[src/rtl/cdb_arbiter.sv]
// Common data bus arbiter: per-FU result FIFOs feeding one registered broadcast
// port, granted round-robin with a stall-able output register.
module cdb_arbiter #(
  parameter int XLEN          = 32,
  parameter int PHYS_REG_SIZE = 256,
  parameter int ROB_SIZE      = 256,
  parameter int NUM_FU        = 4,
  parameter int DEPTH         = 2
) (
  input  logic                                  clk,
  input  logic                                  rst,
  input  logic                                  flush,
  input  logic [NUM_FU-1:0]                     fu_valid,
  output logic [NUM_FU-1:0]                     fu_ready,
  input  logic [NUM_FU*$clog2(PHYS_REG_SIZE)-1:0] fu_reg,
  input  logic [NUM_FU*XLEN-1:0]                fu_val,
  input  logic [NUM_FU*$clog2(ROB_SIZE)-1:0]    fu_rob,
  output logic                                  update_valid,
  output logic [$clog2(PHYS_REG_SIZE)-1:0]      update_reg,
  output logic [XLEN-1:0]                       update_val,
  output logic [$clog2(ROB_SIZE)-1:0]           update_rob,
  output logic [$clog2(NUM_FU)-1:0]             update_grant,
  input  logic                                  update_ready
);

  localparam int PW = $clog2(PHYS_REG_SIZE);
  localparam int RW = $clog2(ROB_SIZE);
  localparam int GW = $clog2(NUM_FU);
  localparam int AW = $clog2(DEPTH);
  localparam int CW = $clog2(DEPTH + 1);
  localparam int EW = PW + XLEN + RW;
  localparam logic [CW-1:0] DEPTH_C = CW'(DEPTH);
  localparam logic [GW:0]   NFU_C   = (GW + 1)'(NUM_FU);

  logic [EW-1:0] mem_q [NUM_FU][DEPTH];
  logic [AW-1:0] wptr_q [NUM_FU];
  logic [AW-1:0] wptr_d [NUM_FU];
  logic [AW-1:0] rptr_q [NUM_FU];
  logic [AW-1:0] rptr_d [NUM_FU];
  logic [CW-1:0] cnt_q  [NUM_FU];
  logic [CW-1:0] cnt_d  [NUM_FU];

  logic [GW-1:0]   rr_q, rr_d;
  logic            vld_q, vld_d;
  logic [PW-1:0]   reg_q, reg_d;
  logic [XLEN-1:0] val_q, val_d;
  logic [RW-1:0]   rob_q, rob_d;
  logic [GW-1:0]   gnt_q, gnt_d;

  logic [NUM_FU-1:0] push, pop, nonempty;
  logic              gnt_any;
  logic [GW-1:0]     gnt_idx;
  logic [GW:0]       rr_sum;
  logic              out_free;
  logic [EW-1:0]     head;

  // Ready is derived from registered occupancy only, so no input reaches it.
  always_comb begin
    for (int i = 0; i < NUM_FU; i++) begin
      fu_ready[i] = (cnt_q[i] < DEPTH_C);
      nonempty[i] = (cnt_q[i] != '0);
      push[i]     = fu_valid[i] & (cnt_q[i] < DEPTH_C) & ~flush;
    end
  end

  // Rotating priority search starting at rr_q, wrapping past NUM_FU-1.
  always_comb begin
    gnt_any = 1'b0;
    gnt_idx = '0;
    rr_sum  = '0;
    for (int k = 0; k < NUM_FU; k++) begin
      rr_sum = {1'b0, rr_q} + (GW + 1)'(k);
      if (rr_sum >= NFU_C) rr_sum = rr_sum - NFU_C;
      if (!gnt_any && nonempty[rr_sum[GW-1:0]]) begin
        gnt_any = 1'b1;
        gnt_idx = rr_sum[GW-1:0];
      end
    end
  end

  always_comb begin
    out_free = ~vld_q | update_ready;
    head     = mem_q[gnt_idx][rptr_q[gnt_idx]];
    for (int i = 0; i < NUM_FU; i++) begin
      pop[i] = out_free & ~flush & gnt_any & (gnt_idx == GW'(i));
    end

    vld_d = vld_q;
    reg_d = reg_q;
    val_d = val_q;
    rob_d = rob_q;
    gnt_d = gnt_q;
    rr_d  = rr_q;
    if (flush) begin
      vld_d = 1'b0;
    end else if (out_free) begin
      if (gnt_any) begin
        vld_d = 1'b1;
        reg_d = head[EW-1 -: PW];
        val_d = head[RW +: XLEN];
        rob_d = head[RW-1:0];
        gnt_d = gnt_idx;
        rr_d  = (gnt_idx == GW'(NUM_FU - 1)) ? '0 : gnt_idx + GW'(1);
      end else begin
        vld_d = 1'b0;
      end
    end

    for (int i = 0; i < NUM_FU; i++) begin
      wptr_d[i] = wptr_q[i];
      rptr_d[i] = rptr_q[i];
      cnt_d[i]  = cnt_q[i];
      if (flush) begin
        wptr_d[i] = '0;
        rptr_d[i] = '0;
        cnt_d[i]  = '0;
      end else begin
        if (push[i]) wptr_d[i] = wptr_q[i] + AW'(1);
        if (pop[i])  rptr_d[i] = rptr_q[i] + AW'(1);
        case ({push[i], pop[i]})
          2'b10:   cnt_d[i] = cnt_q[i] + CW'(1);
          2'b01:   cnt_d[i] = cnt_q[i] - CW'(1);
          default: cnt_d[i] = cnt_q[i];
        endcase
      end
    end
  end

  always_ff @(posedge clk or negedge rst) begin
    if (!rst) begin
      for (int i = 0; i < NUM_FU; i++) begin
        wptr_q[i] <= '0;
        rptr_q[i] <= '0;
        cnt_q[i]  <= '0;
      end
      rr_q  <= '0;
      vld_q <= 1'b0;
      reg_q <= '0;
      val_q <= '0;
      rob_q <= '0;
      gnt_q <= '0;
    end else begin
      for (int i = 0; i < NUM_FU; i++) begin
        wptr_q[i] <= wptr_d[i];
        rptr_q[i] <= rptr_d[i];
        cnt_q[i]  <= cnt_d[i];
      end
      rr_q  <= rr_d;
      vld_q <= vld_d;
      reg_q <= reg_d;
      val_q <= val_d;
      rob_q <= rob_d;
      gnt_q <= gnt_d;
    end
  end

  // Payload storage carries no reset; occupancy alone decides what is valid.
  always_ff @(posedge clk) begin
    for (int i = 0; i < NUM_FU; i++) begin
      if (push[i]) begin
        mem_q[i][wptr_q[i]] <= {fu_reg[i*PW +: PW], fu_val[i*XLEN +: XLEN], fu_rob[i*RW +: RW]};
      end
    end
  end

  assign update_valid = vld_q;
  assign update_reg   = reg_q;
  assign update_val   = val_q;
  assign update_rob   = rob_q;
  assign update_grant = gnt_q;

endmodule

[config.mk]
export PLATFORM = sky130hd
export DESIGN_NAME = cdb_arbiter
export DESIGN_NICKNAME = d
export VERILOG_FILES = /design/src/rtl/cdb_arbiter.sv
export SDC_FILE = /design/constraint.sdc
export NUM_CORES = 1
export LEC_CHECK = 0
export ABC_CLOCK_PERIOD_IN_PS = 11430
export CORE_MARGIN = 3
export CORE_UTILIZATION = 50
export CTS_BUF_LIST = sky130_fd_sc_hd__clkbuf_16
export DETAILED_ROUTE_END_ITERATION = 16
export PLACE_DENSITY = 0.71
export SYNTH_ARGS = -nofsm -noshare
export SYNTH_HDL_FRONTEND = slang
export SYNTH_SLANG_ARGS = --single-unit
[constraint.sdc]
create_clock -name clk -period 11.43 [get_ports clk]
set_input_delay 1.7145 -clock clk [delete_from_list [all_inputs] [get_ports clk]]
set_output_delay 1.7145 -clock clk [all_outputs]
set_load 0.02 [all_outputs]
=== After elaboration in Yosys (flattened, before gate mapping) ===
Memories as Yosys holds them, arrays and structs flattened.
Index checks and enable logic that the tools add are counted.

* Memories kept: 1
* Memory bits (writable): 384
* Bits in read-only memories: 0
* Latch bits: 0
* Output and inout bits: 55
* Bits in registers: 69
* Word-level logic and storage cells: 198
* Bits of input ports: 200

* Eq/ne operators: 11
* Reductions and logical operators: 29
* Add/subtract/negate cells: 24
* Order comparisons: 22
* Multiply operators: 0
* Divide/modulo/power cells: 0
* Mux-type cells: 70
* Shift operators: 0
* Bitwise operators: 23

{| class="wikitable"
|+ Memories
! memory !! words !! width !! read ports !! clocked after Yosys merged registers in !! write ports !! RTL line !! source
|-
| mem_q || 4 || 96 || 1 || 0 || 4 || 35 || <nowiki>logic [EW-1:0] mem_q [NUM_FU][DEPTH];</nowiki>
|}

{| class="wikitable"
|+ Operator list
! cell !! number
|-
| $mux 96 || 4
|-
| $mux 48 || 7
|-
| $demux 48 s1 || 4
|-
| $mux 1 || 33
|-
| $mux 2 || 13
|-
| $reduce_bool 2->1 || 13
|-
| $pmux 2 s2 || 4
|-
| $sub 2x1->2 const B || 8
|-
| $and 1x1->1 || 14
|-
| $eq 2x2->1 const B || 6
|-
| $ge 3x3->1 const B || 4
|-
| $lt 2x3->1 const B || 4
|-
| $reduce_bool 3->1 || 4
|-
| $add 2x1->2 const B || 5
|-
| $bmux 1 s2 || 5
|-
| $eq 2x1->1 const B || 5
|-
| $ge 2x2->1 const B || 5
|-
| $not 1->2 || 5
|-
| $add 1x1->1 const B || 8
|-
| $lt 2x1->1 const B || 4
|-
| $lt 2x2->1 const B || 4
|-
| $logic_and 1x1->1 || 7
|-
| $add 2x2->3 const B || 2
|-
| $add 2x1->3 const B || 1
|-
| other kinds (7) || 10
|}

=== Logic depth before layout (Yosys ltp) ===
Gate-level depths: netlist (run 1).

* Depth after elaboration: 22
* Mapped depth: 10
* Mapped depth without buffers: 6

=== Worst setup path after synthesis (run 1) ===
No wires, ideal clock.

* Kind: input -> register
* Start: input flush
* End: memory mem_q[3][48] in the netlist's numbering (enable)
* Path buffers: 2
* Data required time: 10.907 ns
* Library setup time: 0.523 ns
* Slack: 5.241 ns
* Arrival time: 5.666 ns
* Stages: 3
* Path through: clkbuf_1 > clkbuf_1 > nor3b_1

{| class="wikitable"
|+ RTL lines
! item !! RTL line !! source
|-
| start, declared || 12 || <nowiki>input logic flush,</nowiki>
|-
| end, declared || 35 ||
|}

=== Final worst setup path (run 1) ===
* Start: register cnt_q[5] in the netlist's numbering
* End: register reg_q[6] (netlist: update_reg[6])

* Longest elaborated chain between the ends: 21
* Elaborated cells between the ends (all ways): 33
* Those cells by class: mux: 22; bitwise: 2; reduce/logical: 8; memory: 1

{| class="wikitable"
|+ Ends and longest elaborated chain
! item !! RTL line !! source
|-
| start, declared || 40 || <nowiki>logic [CW-1:0] cnt_q [NUM_FU];</nowiki>
|-
| start signal, assigned by index || 146 || <nowiki>cnt_q[i] <= cnt_d[i];</nowiki>
|-
| $reduce_bool 2->1 (*) || 61 || <nowiki>nonempty[i] = (cnt_q[i] != '0);</nowiki>
|-
| $bmux 1 s2 || 74 || <nowiki>if (!gnt_any && nonempty[rr_sum[GW-1:0]]) begin</nowiki>
|-
| $mux 1 (not written as such) || 74 ||
|-
| $mux 1 || 74 ||
|-
| $logic_not 1->1 || 74 ||
|-
| $logic_and 1x1->1 || 74 ||
|-
| $mux 1 || 74 ||
|-
| $logic_not 1->1 || 74 ||
|-
| [2 not listed] || n/a ||
|-
| $logic_not 1->1 || 74 ||
|-
| $logic_and 1x1->1 || 74 ||
|-
| $mux 2 || 74 ||
|-
| $not 2->3 (not written as such) || 83 || <nowiki>head = mem_q[gnt_idx][rptr_q[gnt_idx]];</nowiki>
|-
| $bmux 1 s2 || 83 ||
|-
| $mux 1 (not written as such) (2 in series) || 83 ||
|-
| $not 1->2 (not written as such) || 83 ||
|-
| $mux 48 (not written as such) (3 in series) || 83 ||
|-
| end signal, assigned || 150 || <nowiki>reg_q <= reg_d;</nowiki>
|-
| end, declared || 45 || <nowiki>logic [PW-1:0] reg_q, reg_d;</nowiki>
|}

Mark *: on every way between the ends. The rest lies on a longest branch, timed or not. The select of a mux whose other input is x is not followed.
A chain may end at the register's enable or synchronous reset.

==> metrics.md, run 1 <==
| Metric | Value |
|---|---|
| Status | complete, no violations |
| Synth async-reset ratio | between 15 and 20% |
| Largest family of logic cells by synthesized area | compound AO/OA/AOI/OAI gates |
| Setup crit end kind | flop |
| FP Rows | 69 |
| Max FFs per register | 384 |
| Hold buffer count at cts | 0 |
| Final Core Density | 63.3% |
| Initial antenna violation count | 5 |
| Gr usage total | between 20% and 30% |
| Final Cell Area | 22600 µm² |
| Hold Slack | 492 ps |
| Crit path buf inv count | 2 |
| Pwr Density | 305 nW/µm² |
| Largest net degree at the start of global routing | ~110 |
| Top_reg_cell synth | edfxtp_1 |
| Die width | 197 µm |
| Slew @ Worst Pin | approximately 1200 ps |
| Core box area | 35700 µm² |
| Layout cells sized above 1 | 6.74% |
| Clk network pwr share | between 20% and 30% |
| Flops & latches, synth | 453 |
| # DRC | 0 |
| Grt met2 use | 38.6% |
| Gr ovfl total | 0 |
| Worst endpoint data arrival time | 4290 ps |
| CP startpoint kind | flop |
| Post-CTS setup-driven buffer insertion count | 0 |
| Sw Share | roughly 39% |
| Skew-Pair Late Insertion Delay | 550 ps |
| Setup TNS | 0 ps |
| Placed Area | between 20000 and 25000 µm² |
| Adder-Cell Fraction of Synth Area | 0% |
| Most numerous cell on the critical path | buf_4 |
| Post-Syn Instances | 1255 |
| Vias per Instance | 6.15 |
| Vias | 12068 |
| CP max FO | 84 |
| VDD IR max | 0.000268 V |
| Distinct cells, synth | 43 |
| Port Buffer Count | 254 |
| Min Tclk post-route | 3910 ps |
| Commonest non-fill, non-tap cells in the layout | edfxtp_1 (384), clkdlybuf4s50_1 (253), and3_1 (144) |
| Grt peak-use layer | met2 |
| Met1 GRT Util | 33.4% |
| Sequential cell area fraction in the yosys report | approximately 73% |
| CTS root buf | clkbuf_16 |
| RSZ-0062 raised after global routing | false |
| Vias in the first global route | 12309 |
| Ports | 255 |
| Layout area overhead | 24.3% |
| Routed Wire Length | 47200 µm |
| CTS tree | yes |
| Period utilization | around 34% |
| Clk buf depth | 3 |
| Synth Area in XOR/XNOR | less than 1% |
| Number of DRC markers in iteration 0 | 953 |
| Crit Path Class | reg -> reg |
| CTS buffer count | 46 |
| Yosys Warn Count | 0 |
| Final slew viol count | 0 |
| Worst EP required | about 12000 ps |
| Synth Cell Area | around 18000 µm² |
| EDFF count, synth | 384 |
| Cell internal pwr | 4170 µW |
| Level count of the clock H-tree | 2 |
| Sw power | 2710 µW |
| CP top delay family | buffers and inverters |
| CTS sink count | 453 |
| CP max-delay cell | buf_4 |
| Comb pwr share | 46.5% |
| GRT met3 Usage | between 4 and 5% |
| Clock-pin slew on the worst setup and hold paths | 60 ps |
| Post-synthesis simple-gate area fraction | 11.2% |
| Routability cong. | just under 0.8 |
| Slowest stage delay, CP | 660 ps |
| Syn Nets | ~1500 |
| Syn Area/Cell | roughly 14 µm² |
| Post_cts resized | 0 |
| CP Cell Sequence | or2_1 -> o311ai_4 -> buf_4 -> nand2_4 -> buf_4 -> a211oi_1 -> a311o_1 -> a31oi_1 |
| Final hold violation count | 0 |
| Die area | 38600 µm² |
| Share of power burned in registers | a little under a third |
| Nets | 1663 |
| Average wire per standard cell | 24.1 µm |
| Post-synthesis compound-gate area fraction | 12.3% |
| Max_cap viols | 0 |
| Antenna Nets Post-Route | 0 |
| Die height | 197 µm |
| First-pass GRT wire length | 71200 µm |
| Overall power | 6870 µW |
| Clock Skew | ~13 ps |
| Initial Util | 50.9% |
| Relative slew slack | 23.0% |
| # setup viols final | 0 |
| Lkg Pwr | 0.00820 µW |
| Post-synthesis mux area share | 0.117% |
| Dpl hpwl | approximately 27000 µm |
| Worst min path class | reg -> reg |
| Fmax | 256 MHz |
| Most common cell after layout, fill and taps aside | edfxtp_1 |
| TritonRoute pass-1 iters | 5 |
-- metrics by stage --
step / setup WS, ps / cells
floorplan: 5240 / 1255
global placement: 7370 / 1876
detailed placement: 7270 / 1876
CTS: 7580 / 1959
global route: 7290 / 1961
finish: 7520 / 1961
-- cell families (layout without fill, tap and decap cells) --
logic type                after synthesis  after routing
DFF                                   453            453
and+or+nand+nor                       392            392
AOI/OAI and AO/OA                     274            274
buffers and inverters                 119            362
xor gates and xnor gates               15             15
muxes                                   2              2
other                                   0              2
-- worst min-delay path, stage by stage (launching register included) --
cell,delay (ps)
dfrtp_1,350
nand2_1,50
o21ai_0,60
-- routing by layer --
layer,vias to the layer above,wire length (µm),part of all wire [%]
li1,5375,-,-
met1,6052,19500,41
met2,543,22400,48
met3,92,3820,8.1
met4,6,1430,3.0
met5,-,29,0.061
-- worst paths after layout --
| path | start | end | slack, ps | depth (start not counted) |
|---|---|---|---|---|
| setup / recovery | cnt_q[5]$_DFFE_PN0P_ | update_reg[6]$_DFFE_PN0P_ | 7520 | 8 |
| hold / removal | update_grant[1]$_DFFE_PN0P_ | update_grant[1]$_DFFE_PN0P_ | 490 | 2 |
| setup reg to reg | cnt_q[5]$_DFFE_PN0P_ | update_reg[6]$_DFFE_PN0P_ | 7520 | 8 |
| hold reg to reg | update_grant[1]$_DFFE_PN0P_ | update_grant[1]$_DFFE_PN0P_ | 490 | 2 |
| max in group asynchronous | rst | update_val[6]$_DFFE_PN0P_ | 9220 | 2 |
| min in group asynchronous | rst | rptr_q[1]$_DFFE_PN0P_ | 980 | 1 |
-- power by group through the flow --
stage / logic (µW) / clock network, µW / registers, µW
after floorplan: 2200 / 0 / 2280
after global routing: 3500 / 1590 / 2190
after detailed placement: 3180 / 0 / 2200
after global placement: 3100 / 0 / 2200
final: 3200 / 1510 / 2170
after CTS: 3200 / 1530 / 2170
-- layout make-up --
type / instances / area (µm²)
Antenna cell: 2 / 5.00
Clock buffer: 47 / 1180
Clock inverter: 36 / 343
Fill cell: 2618 / 13100
Inverter: 7 / 26.3
Multi-Input combinational cell: 683 / 4500
Sequential cell: 453 / 13300
Tap cell: 461 / 577
Timing Repair Buffer: 272 / 2680
-- synthesized netlist by cell type (4+ instances only) --
library cell	instances	area, µm²
dfrtp_1	69	1730
a311o_1	48	480
inv_1	7	26.3
a31oi_1	48	300
nor2_1	66	248
nor2b_1	4	25.0
buf_2	20	100
edfxtp_1	384	11500
and3_1	145	907
nor3_1	7	35.0
clkbuf_1	88	330
xnor2_1	12	105
nand2_1	57	214
nand3_1	99	495
a211oi_1	51	383
o21ai_0	9	45.0
a211o_1	97	850
a21oi_1	6	30.0
(Power assumes the default switching activity.)
==> run 2: changes to the inputs <==
--- a/config.mk
+++ b/config.mk
@@ -5,7 +5,7 @@
 export SDC_FILE = /design/constraint.sdc
 export NUM_CORES = 1
 export LEC_CHECK = 0
-export ABC_CLOCK_PERIOD_IN_PS = 11430
+export ABC_CLOCK_PERIOD_IN_PS = 3700
 export CORE_MARGIN = 3
 export CORE_UTILIZATION = 50
 export CTS_BUF_LIST = sky130_fd_sc_hd__clkbuf_16
==> constraint.sdc (replaced) <==
create_clock -name clk -period 3.7 [get_ports clk]
set_input_delay 0.555 -clock clk [delete_from_list [all_inputs] [get_ports clk]]
set_output_delay 0.555 -clock clk [all_outputs]
set_load 0.02 [all_outputs]
==> metrics.md, run 2 (synthesized netlist as in run 1, its figures left out) <==
| Metric | Value |
|---|---|
| Worst min path class | in -> async |
| Routability cong. | 0.822 (+3.8%) |
| Initial antenna violation count | 12 (+7) |
| Antenna Nets Post-Route | 0 (unchanged) |
| Most common cell after layout, fill and taps aside | edfxtp_1 |
| Core box area | 35700 µm² (unchanged) |
| Placed Area | 21300 µm² (+1.2%) |
| Commonest non-fill, non-tap cells in the layout | edfxtp_1 (384), clkdlybuf4s50_1 (253), and3_1 (144) |
| Cell internal pwr | 12800 µW (+210%) |
| Status | complete, no violations |
| Sw Share | 39.8% (+0.46 points) |
| CTS root buf | clkbuf_16 |
| VDD IR max | 0.00106 V (+290%) |
| CTS buffer count | 47 (+2.2%) |
| Worst EP required | 4120 ps (-7690 ps) |
| Grt met2 use | 41.5% (+2.9 points) |
| Post-CTS setup-driven buffer insertion count | 0 (unchanged) |
| CP max-delay cell | a22o_4 |
| Clock Skew | 14.8 ps (+1.48 ps) |
| CTS tree | yes |
| Pwr Density | 938 nW/µm² (+210%) |
| Vias | 12078 (+0.083%) |
| Nets | 1672 (+0.54%) |
| Setup crit end kind | flop |
| Final hold violation count | 0 (unchanged) |
| Gr ovfl total | 0 (unchanged) |
| Final slew viol count | 0 (unchanged) |
| Met1 GRT Util | 33.1% (-0.26 points) |
| Lkg Pwr | 0.00829 µW (+1.0%) |
| Routed Wire Length | 48400 µm (+2.7%) |
| Worst endpoint data arrival time | 3400 ps (-890 ps) |
| Share of power burned in registers | 31.4% (-0.2 points) |
| Min Tclk post-route | 2990 ps (-920 ps) |
| Post_cts resized | 0 (unchanged) |
| Largest net degree at the start of global routing | 193 (+71%) |
| Vias per Instance | 6.12 (-0.58%) |
| Final Core Density | 63.8% (+0.55 points) |
| Placed cells | 1884 (+0.43%) |
| RSZ-0062 raised after global routing | false |
| Gr usage total | 25.0% (+0.87 points) |
| Die height | 197 µm (unchanged) |
| Non-filler cells, final | 1974 (+0.66%) |
| Die area | 38600 µm² (unchanged) |
| Max_cap viols | 0 (unchanged) |
| Max FFs per register | 384 (unchanged) |
| Average wire per standard cell | 24.5 µm (+2.0%) |
| Vias in the first global route | 12421 (+0.91%) |
| GRT met3 Usage | 5.61% (+0.85 points) |
| Skew-Pair Late Insertion Delay | 570 ps (+20 ps) |
| # DRC | 0 (unchanged) |
| Slew @ Worst Pin | 932 ps (-223 ps) |
| Initial Util | 50.9% (unchanged) |
| CP Cell Sequence | nor2_1 -> o311ai_4 -> a2111oi_1 -> a22o_4 -> buf_4 -> a311o_1 -> a31oi_1 |
| Hold Slack | 31.6 ps (-460 ps) |
| Clk network pwr share | 20.8% (-1.1 points) |
| Crit path buf inv count | 1 (-1) |
| Number of DRC markers in iteration 0 | 944 (-0.94%) |
| Ports | 255 (unchanged) |
| Fmax | 335 MHz (+31%) |
| FP Rows | 69 (unchanged) |
| Period utilization | 80.7% (+47 points) |
| CP max FO | 48 (-43%) |
| Clock-pin slew on the worst setup and hold paths | 60 ps (about the same) |
| Sw power | 8510 µW (+210%) |
| TritonRoute pass-1 iters | 5 (unchanged) |
| Final Cell Area | 22800 µm² (+0.87%) |
| CP startpoint kind | flop |
| CTS sink count | 453 (unchanged) |
| Grt peak-use layer | met2 |
| Level count of the clock H-tree | 2 (unchanged) |
| Comb pwr share | 47.8% (+1.3 points) |
| Crit Path Class | reg -> reg |
| Setup TNS | 0 ps (unchanged) |
| First-pass GRT wire length | 73200 µm (+2.7%) |
| Port Buffer Count | 254 (unchanged) |
| Layout area overhead | 25.4% |
| Die width | 197 µm (unchanged) |
| Hold buffer count at cts | 0 (unchanged) |
| Fillers | 2597 (-0.80%) |
| CP top delay family | compound AO/OA/AOI/OAI gates |
| Layout cells sized above 1 | 6.82% (+0.074 points) |
| Slowest stage delay, CP | 610 ps (-50 ps) |
| Dpl hpwl | 27800 µm (+5.0%) |
| Clk buf depth | 3 (unchanged) |
| # setup viols final | 0 (unchanged) |
| Relative slew slack | 37.9% (+15 points) |
==> run 2: worst reg2reg max path: cells and delay by family (launching register included) <==
family	cells	cell delay, ps
AO/OA/AOI/OAI	5	1580
buffers and inverters	1	400
flip-flops	1	430
AND/OR/NAND/NOR	1	410
==> run 2: metrics by stage <==
stage / worst slack, ps / power, µW
3_3_place_gp: 879 / 16700
6_report: 712 / 21400
3_5_place_dp: 744 / 17000
4_1_cts: 737 / 21400
2_1_floorplan: -1110 / 13800
5_1_grt: 604 / 22600
==> run 2: final timing paths <==
check / from / endpoint / slack (ps) / depth (start not counted)
worst max-delay path: cnt_q[2]$_DFFE_PN0P_ / update_rob[2]$_DFFE_PN0P_ / 710 / 7
worst min-delay path: rst / update_valid$_DFFE_PN0P_ / 30 / 1
worst max register to register: cnt_q[2]$_DFFE_PN0P_ / update_rob[2]$_DFFE_PN0P_ / 710 / 7
worst min register to register: update_grant[1]$_DFFE_PN0P_ / update_grant[1]$_DFFE_PN0P_ / 490 / 2
max in group asynchronous: rst / update_val[20]$_DFFE_PN0P_ / 2850 / 2
min in group clk: update_grant[1]$_DFFE_PN0P_ / update_grant[1]$_DFFE_PN0P_ / 490 / 2
==> run 2: power by group through the flow <==
stage               clock network [µW]  registers [µW]  logic, µW
global route                      4740            6760      11100
global placement                     0            6770       9890
CTS                               4530            6700      10200
finish                            4450            6690      10200
floorplan                            0            7020       6810
detailed placement                   0            6790      10200
==> run 2: area by class of cell <==
| class | instances | area [µm²] | area share (%) |
|---|---|---|---|
| sequential | 453 | 13300 | 58.3 |
| multi-input combinational | 683 | 4520 | 19.9 |
| timing repair buffer | 280 | 2910 | 12.8 |
| clock buffer | 48 | 1200 | 5.28 |
| tap | 461 | 577 | 2.53 |
| clock inverter | 40 | 259 | 1.14 |
| inverter | 7 | 26.3 | 0.115 |
| antenna | 2 | 5.00 | 0.0220 |
==> run 2: layer usage <==
metal	vias to the layer above	share of wire, %
li1	5402	-
met1	6045	40
met2	513	49
met3	98	8.1
met4	20	2.5
met5	-	0.30
==> run 3: changes to the inputs <==
--- a/config.mk
+++ b/config.mk
@@ -5,7 +5,7 @@
 export SDC_FILE = /design/constraint.sdc
 export NUM_CORES = 1
 export LEC_CHECK = 0
-export ABC_CLOCK_PERIOD_IN_PS = 3700
+export ABC_CLOCK_PERIOD_IN_PS = 2960
 export CORE_MARGIN = 3
 export CORE_UTILIZATION = 50
 export CTS_BUF_LIST = sky130_fd_sc_hd__clkbuf_16
==> constraint.sdc (replaced) <==
create_clock -name clk -period 2.96 [get_ports clk]
set_input_delay 0.444 -clock clk [delete_from_list [all_inputs] [get_ports clk]]
set_output_delay 0.444 -clock clk [all_outputs]
set_load 0.02 [all_outputs]
==> metrics.md, run 3 (synthesized netlist as in run 1, its figures left out) <==
| Metric | Value |
|---|---|
| Max_cap viols | 0 (unchanged) |
| Sw power | 10700 µW (+25%) |
| Sw Share | 39.6% (-0.25 points) |
| Dpl hpwl | 28400 µm (+2.1%) |
| Post_cts resized | 0 (unchanged) |
| Hold path startpoint | fu_reg[29] |
| Final Cell Area | 22900 µm² (+0.79%) |
| TritonRoute pass-1 iters | 5 (unchanged) |
| Post-layout worst setup margin | 184 ps (-528 ps) |
| Vias per Instance | 6.13 (+0.20%) |
| Level count of the clock H-tree | 2 (unchanged) |
| Gr usage total | 24.8% (-0.14 points) |
| Met1 Wirelength | 19800 µm (+2.3%) |
| Setup slack, reg-to-reg | 180 ps (-530 ps) |
| Final hold violation count | 0 (unchanged) |
| Vias in the first global route | 12535 (+0.92%) |
| Hold depth | 1 |
| Clk buf depth | 3 (unchanged) |
| CTS tree | yes |
| RSZ-0062 raised after global routing | false |
| Routed Wire Length | 48500 µm (+0.12%) |
| Post-CTS setup-driven buffer insertion count | 0 (unchanged) |
| Die area | 38600 µm² (unchanged) |
| Clock-pin slew on the worst setup and hold paths | 60 ps (about the same) |
| CP startpoint kind | flop |
| Slew @ Worst Pin | 547 ps (-385 ps) |
| CP max FO | 77 (+60%) |
| VDD IR max | 0.00112 V (+6.5%) |
| Pwr Density | 1180 nW/µm² (+25%) |
| Lkg Pwr | 0.00837 µW (+0.95%) |
| Met3 WL | 4060 µm (+3.1%) |
| Gr ovfl total | 0 (unchanged) |
| Share of power burned in registers | 31.0% (-0.4 points) |
| DR WL met2 | 23400 µm (-1.5%) |
| R2R Path Start | cnt_q[5]$_DFFE_PN0P_ |
| Min-Delay Endpoint | mem_q[3][93]$_DFFE_PP_ |
| FP Rows | 69 (unchanged) |
| Worst EP required | 3360 ps (-760 ps) |
| Worst flop-to-flop path endpoint | update_val[11]$_DFFE_PN0P_ |
| Status | complete, no violations |
| CTS sink count | 453 (unchanged) |
| Core box area | 35700 µm² (unchanged) |
| Final Core Density | 64.3% (+0.50 points) |
| Layout area overhead | 26.4% |
| Top layer in use | met5 |
| Crit Path Class | reg -> reg |
| Clk network pwr share | 20.0% (-0.8 points) |
| Final slew viol count | 0 (unchanged) |
| Comb pwr share | 49.0% (+1.2 points) |
| CTS buffer count | 46 (-2.1%) |
| Die height | 197 µm (unchanged) |
| Largest net degree at the start of global routing | 94 (-51%) |
| Placed Area | 21500 µm² (+0.99%) |
| Period utilization | 93.8% (+13 points) |
| Die width | 197 µm (unchanged) |
| Ports | 255 (unchanged) |
| Port Buffer Count | 254 (unchanged) |
| Initial Util | 50.9% (unchanged) |
| Layout cells sized above 1 | 8.16% (+1.3 points) |
| Initial antenna violation count | 13 (+1) |
| Average wire per standard cell | 24.4 µm (-0.44%) |
| Cell internal pwr | 16300 µW (+27%) |
| Routability cong. | 0.827 (+0.65%) |
| Skew-Pair Late Insertion Delay | 550 ps (-20 ps) |
| Most common cell after layout, fill and taps aside | edfxtp_1 |
| Worst min path class | in -> reg |
| # setup viols final | 0 (unchanged) |
| R2r worst-path depth | 8 (+1) |
| Antenna Nets Post-Route | 0 (unchanged) |
| Nets | 1683 (+0.66%) |
| Fmax | 360 MHz (+7.6%) |
| Setup crit end kind | flop |
| First-pass GRT wire length | 73600 µm (+0.58%) |
| Hold Slack | 473 ps (+442 ps) |
| Worst endpoint data arrival time | 3170 ps (-230 ps) |
| # DRC | 0 (unchanged) |
| Max FFs per register | 384 (unchanged) |
| CTS root buf | clkbuf_16 |
| Post-placement setup slack | 175 ps (-569 ps) |
| Vias | 12170 (+0.76%) |
| Number of DRC markers in iteration 0 | 1055 (+12%) |
| Relative slew slack | 63.4% (+26 points) |
| Min Tclk post-route | 2780 ps (-212 ps) |
| Clock Skew | 18.9 ps (+4.06 ps) |
| Commonest non-fill, non-tap cells in the layout | edfxtp_1 (384), clkdlybuf4s50_1 (253), and3_1 (144) |
[run 3: changes by cell type in the layout (fill, tap and decap cells not counted), sizes merged]
| cell | delta |
|---|---|
| clkinvlp | +2 |
| buf | +11 |
| bufinv | -1 |
| clkbuf | -2 |
| clkinv | +1 |
| dlygate4sd3 | +1 |
| diode | +2 |
| inv | -3 |
[run 3: area by class of cell]
| class | instances | area, µm² |
|---|---|---|
| Clock buffer | 46 | 1150 |
| Fill cell | 2598 | 12700 |
| Clock inverter | 39 | 262 |
| Inverter | 7 | 26.3 |
| Tap cell | 461 | 577 |
| Multi-Input combinational cell | 683 | 4530 |
| Timing Repair Buffer | 292 | 3130 |
| Antenna cell | 4 | 10.0 |
| Sequential cell | 453 | 13300 |
[run 3: power by group through the flow]
| stage | combinational (µW) | clock (µW) | sequential (µW) |
|---|---|---|---|
| after CTS | 13200 | 5470 | 8370 |
| after floorplan | 8510 | 0 | 8770 |
| after global placement | 12700 | 0 | 8480 |
| after global routing | 14400 | 5710 | 8450 |
| after detailed placement | 13100 | 0 | 8490 |
| final | 13200 | 5380 | 8370 |
[run 3: routing by layer]
layer,track usage (%),vias up
li1,-,5409
met2,40.6,509
met3,5.74,109
met4,7.05,22
met5,0,-
met1,33.9,6121
[run 3: timing repair]
action                                  CTS  global route
endpoints found under the setup margin    0             2
hold buffers                              1             0
endpoints found under the hold margin    69             0
[run 3: worst max-delay path by stage]
| stage | start | to | slack, ps |
|---|---|---|---|
| 6_report | cnt_q[5]$_DFFE_PN0P_ | update_val[11]$_DFFE_PN0P_ | 180 |
| 4_1_cts | cnt_q[5]$_DFFE_PN0P_ | update_val[25]$_DFFE_PN0P_ | 160 |
| 5_1_grt | cnt_q[5]$_DFFE_PN0P_ | update_val[25]$_DFFE_PN0P_ | 60 |
| 2_1_floorplan | flush | mem_q[3][48]$_DFFE_PP_ | -300 |
| 3_5_place_dp | cnt_q[5]$_DFFE_PN0P_ | update_val[25]$_DFFE_PN0P_ | 170 |
| 3_3_place_gp | cnt_q[4]$_DFFE_PN0P_ | update_val[25]$_DFFE_PN0P_ | 370 |
[run 3: through the flow]
stage / TNS (ps) / cells / total power (µW)
floorplan: -61230 / 1255 / 17300
global placement: 0 / 1895 / 21200
detailed placement: 0 / 1895 / 21600
CTS: 0 / 1981 / 27000
global route: 0 / 1982 / 28600
finish: 0 / 1985 / 27000
[run 3: worst max-delay path, cell delays in order, from the launching register on]
cell and delay (ps):
dfrtp_1 440, or2_1 340, o311ai_4 440, buf_12 320
nand2_4 120, buf_12 200, a211oi_1 360, a311o_1 170
a31oi_1 100
==> RTL change (config.mk and constraints of run 3) <==
The parameter `ROB_SIZE` goes from 256 to 512.
--- a/src/rtl/cdb_arbiter.sv
+++ b/src/rtl/cdb_arbiter.sv
@@ -5,3 +5,3 @@
   parameter int PHYS_REG_SIZE = 256,
-  parameter int ROB_SIZE      = 256,
+  parameter int ROB_SIZE      = 512,
   parameter int NUM_FU        = 4,
Ports: changed (resized fu_rob and update_rob); port bits go from 255 to 260. No check against the original RTL was run, so the function may have changed too.
==> RTL change against run 3 <==
Power down 1.6%. Final area up 1.6%. Combinational power down 3%. Sequential cell count up 9. Synthesized area up 2.0%. Setup slack worse by 0.039 ns. Wire length up 3.1%. Synthesized cell count up 1.8%. Critical path depth down 1.
==> RTL change: results (changes against run 3) <==
| Metric | Value |
|---|---|
| Status | `complete, no violations` |
| Initial antenna violation count | `10 (-3)` |
| Layout cells sized above 1 | `0.0730 (-0.00853)` |
| Via count | `12400 (+2.1%)` |
| Largest net degree at the start of global routing | `140 (+49%)` |
| GRT Util Overall | `0.251 (+0.00277)` |
| Post-synth EDFFs | `392 (+2.1%)` |
| # fillers | `2590 (-0.31%)` |
| Final Skew | `0.0198 ns (+0.000951 ns)` |
| Worst hold path type | `in2async` |
| First-pass GRT wire length | `74600 um (+1.4%)` |
| P_leak | `8.52 nW (+1.8%)` |
| Peak VDD IR | `1.37 mV (+22%)` |
| Syn avg cell area | `14.5 um^2 (+0.20%)` |
| Worst slew pin tran | `0.650 ns (+0.103 ns)` |
| Worst r2r path cells | `7 (-1)` |
| Average wire per cell in the routed design | `24.9 um (+1.7%)` |
| Vias per cell | `6.18 (+0.78%)` |
| Crit share post-route | `0.951 (+0.0133)` |
| Max FFs per register | `392 (+2.1%)` |
| Port Buf Inserts | `259 (+2.0%)` |
| Synth unique cells | `40 (-7.0%)` |
| # nets final | `1716 (+2.0%)` |
| Total CTS buffers | `45 (-2.2%)` |
| Dpl hpwl | `29800 um (+5.0%)` |
| Critical Path AT | `3.27 ns (+0.10 ns)` |
| Placed cell area | `21900 um^2 (+1.9%)` |
| CP max FO | `35 (-55%)` |
| Starting DRC count in detailed routing | `978 (-7.3%)` |
| Sequential share of the synthesized area | `0.730 (about the same)` |
| Largest stage delay, worst path | `0.55 ns (+0.11 ns)` |
| Synth cell count leaders | `edfxtp_1, and3_1, nand3_1, a211o_1, clkbuf_1` |
| Slowest stage cell on the critical path | `a2111oi_1` |
## RTL change: per-stage QoR
step,TNS [ns],hold slack (ns),power [W]
after CTS,0,0.448,0.0266
final,0,0.470,0.0265
after global placement,0,0.469,0.0209
after global routing,0,0.459,0.0281
after detailed placement,0,0.486,0.0213
after floorplan,-72.59,0.148,0.0172
## RTL change: layout make-up
type,instances,area [um^2],area share
Sequential cell,462,13500,0.580
Multi-Input combinational cell,695,4610,0.198
Timing Repair Buffer,302,3210,0.138
Clock buffer,46,1150,0.0494
Tap cell,461,577,0.0248
Clock inverter,36,206,0.00886
Inverter,6,22.5,0.000967
Antenna cell,3,7.51,0.000322
## RTL change: kinds of logic after synthesis
| family | share of synthesized area |
|---|---|
| compound gates | 0.123 |
| buf+inv | 0.0278 |
| simple gates | 0.111 |
| xor+xnor | 0.00804 |
| flops | 0.730 |
## RTL change: repair_timing
action | 4_1_cts | 5_1_grt
endpoints found under the setup margin | 0 | 6
resized for setup | 0 | 2
endpoints found under the hold margin | 33 | 0
hold buffers | 1 | 0
## RTL change: routing by layer
layer | GRT usage | vias to the layer above | part of all wire
li1 | - | 5512 | -
met1 | 0.337 | 6236 | 0.40
met2 | 0.423 | 552 | 0.49
met3 | 0.0525 | 106 | 0.085
met4 | 0.0669 | 20 | 0.021
met5 | 0 | - | 0.0031
## RTL change: worst max-delay path, delay by kind of cell (launching register included)
family | cells | cell delay [ns]
flip-flops | 1 | 0.44
AND/OR/NAND/NOR | 2 | 0.51
AO/OA/AOI/OAI | 4 | 1.48
buffers and inverters | 1 | 0.29
## RTL change: final timing paths
kind                            startpoint              end
setup / recovery                  cnt_q[3]    update_val[7]
hold reg to reg            update_grant[0]  update_grant[0]
hold / removal                         rst   update_val[22]
setup reg to reg                  cnt_q[3]    update_val[7]
min in group clk                fu_rob[21]      mem_q[2][3]
max in group asynchronous              rst          rr_q[0]
## RTL change: report_power, final
part | internal, W | leakage [nW] | switching [W]
Combinational | 0.00519 | 3.38 | 0.00759
Clock | 0.00297 | 0.728 | 0.00228
Sequential | 0.00803 | 4.41 | 0.000477
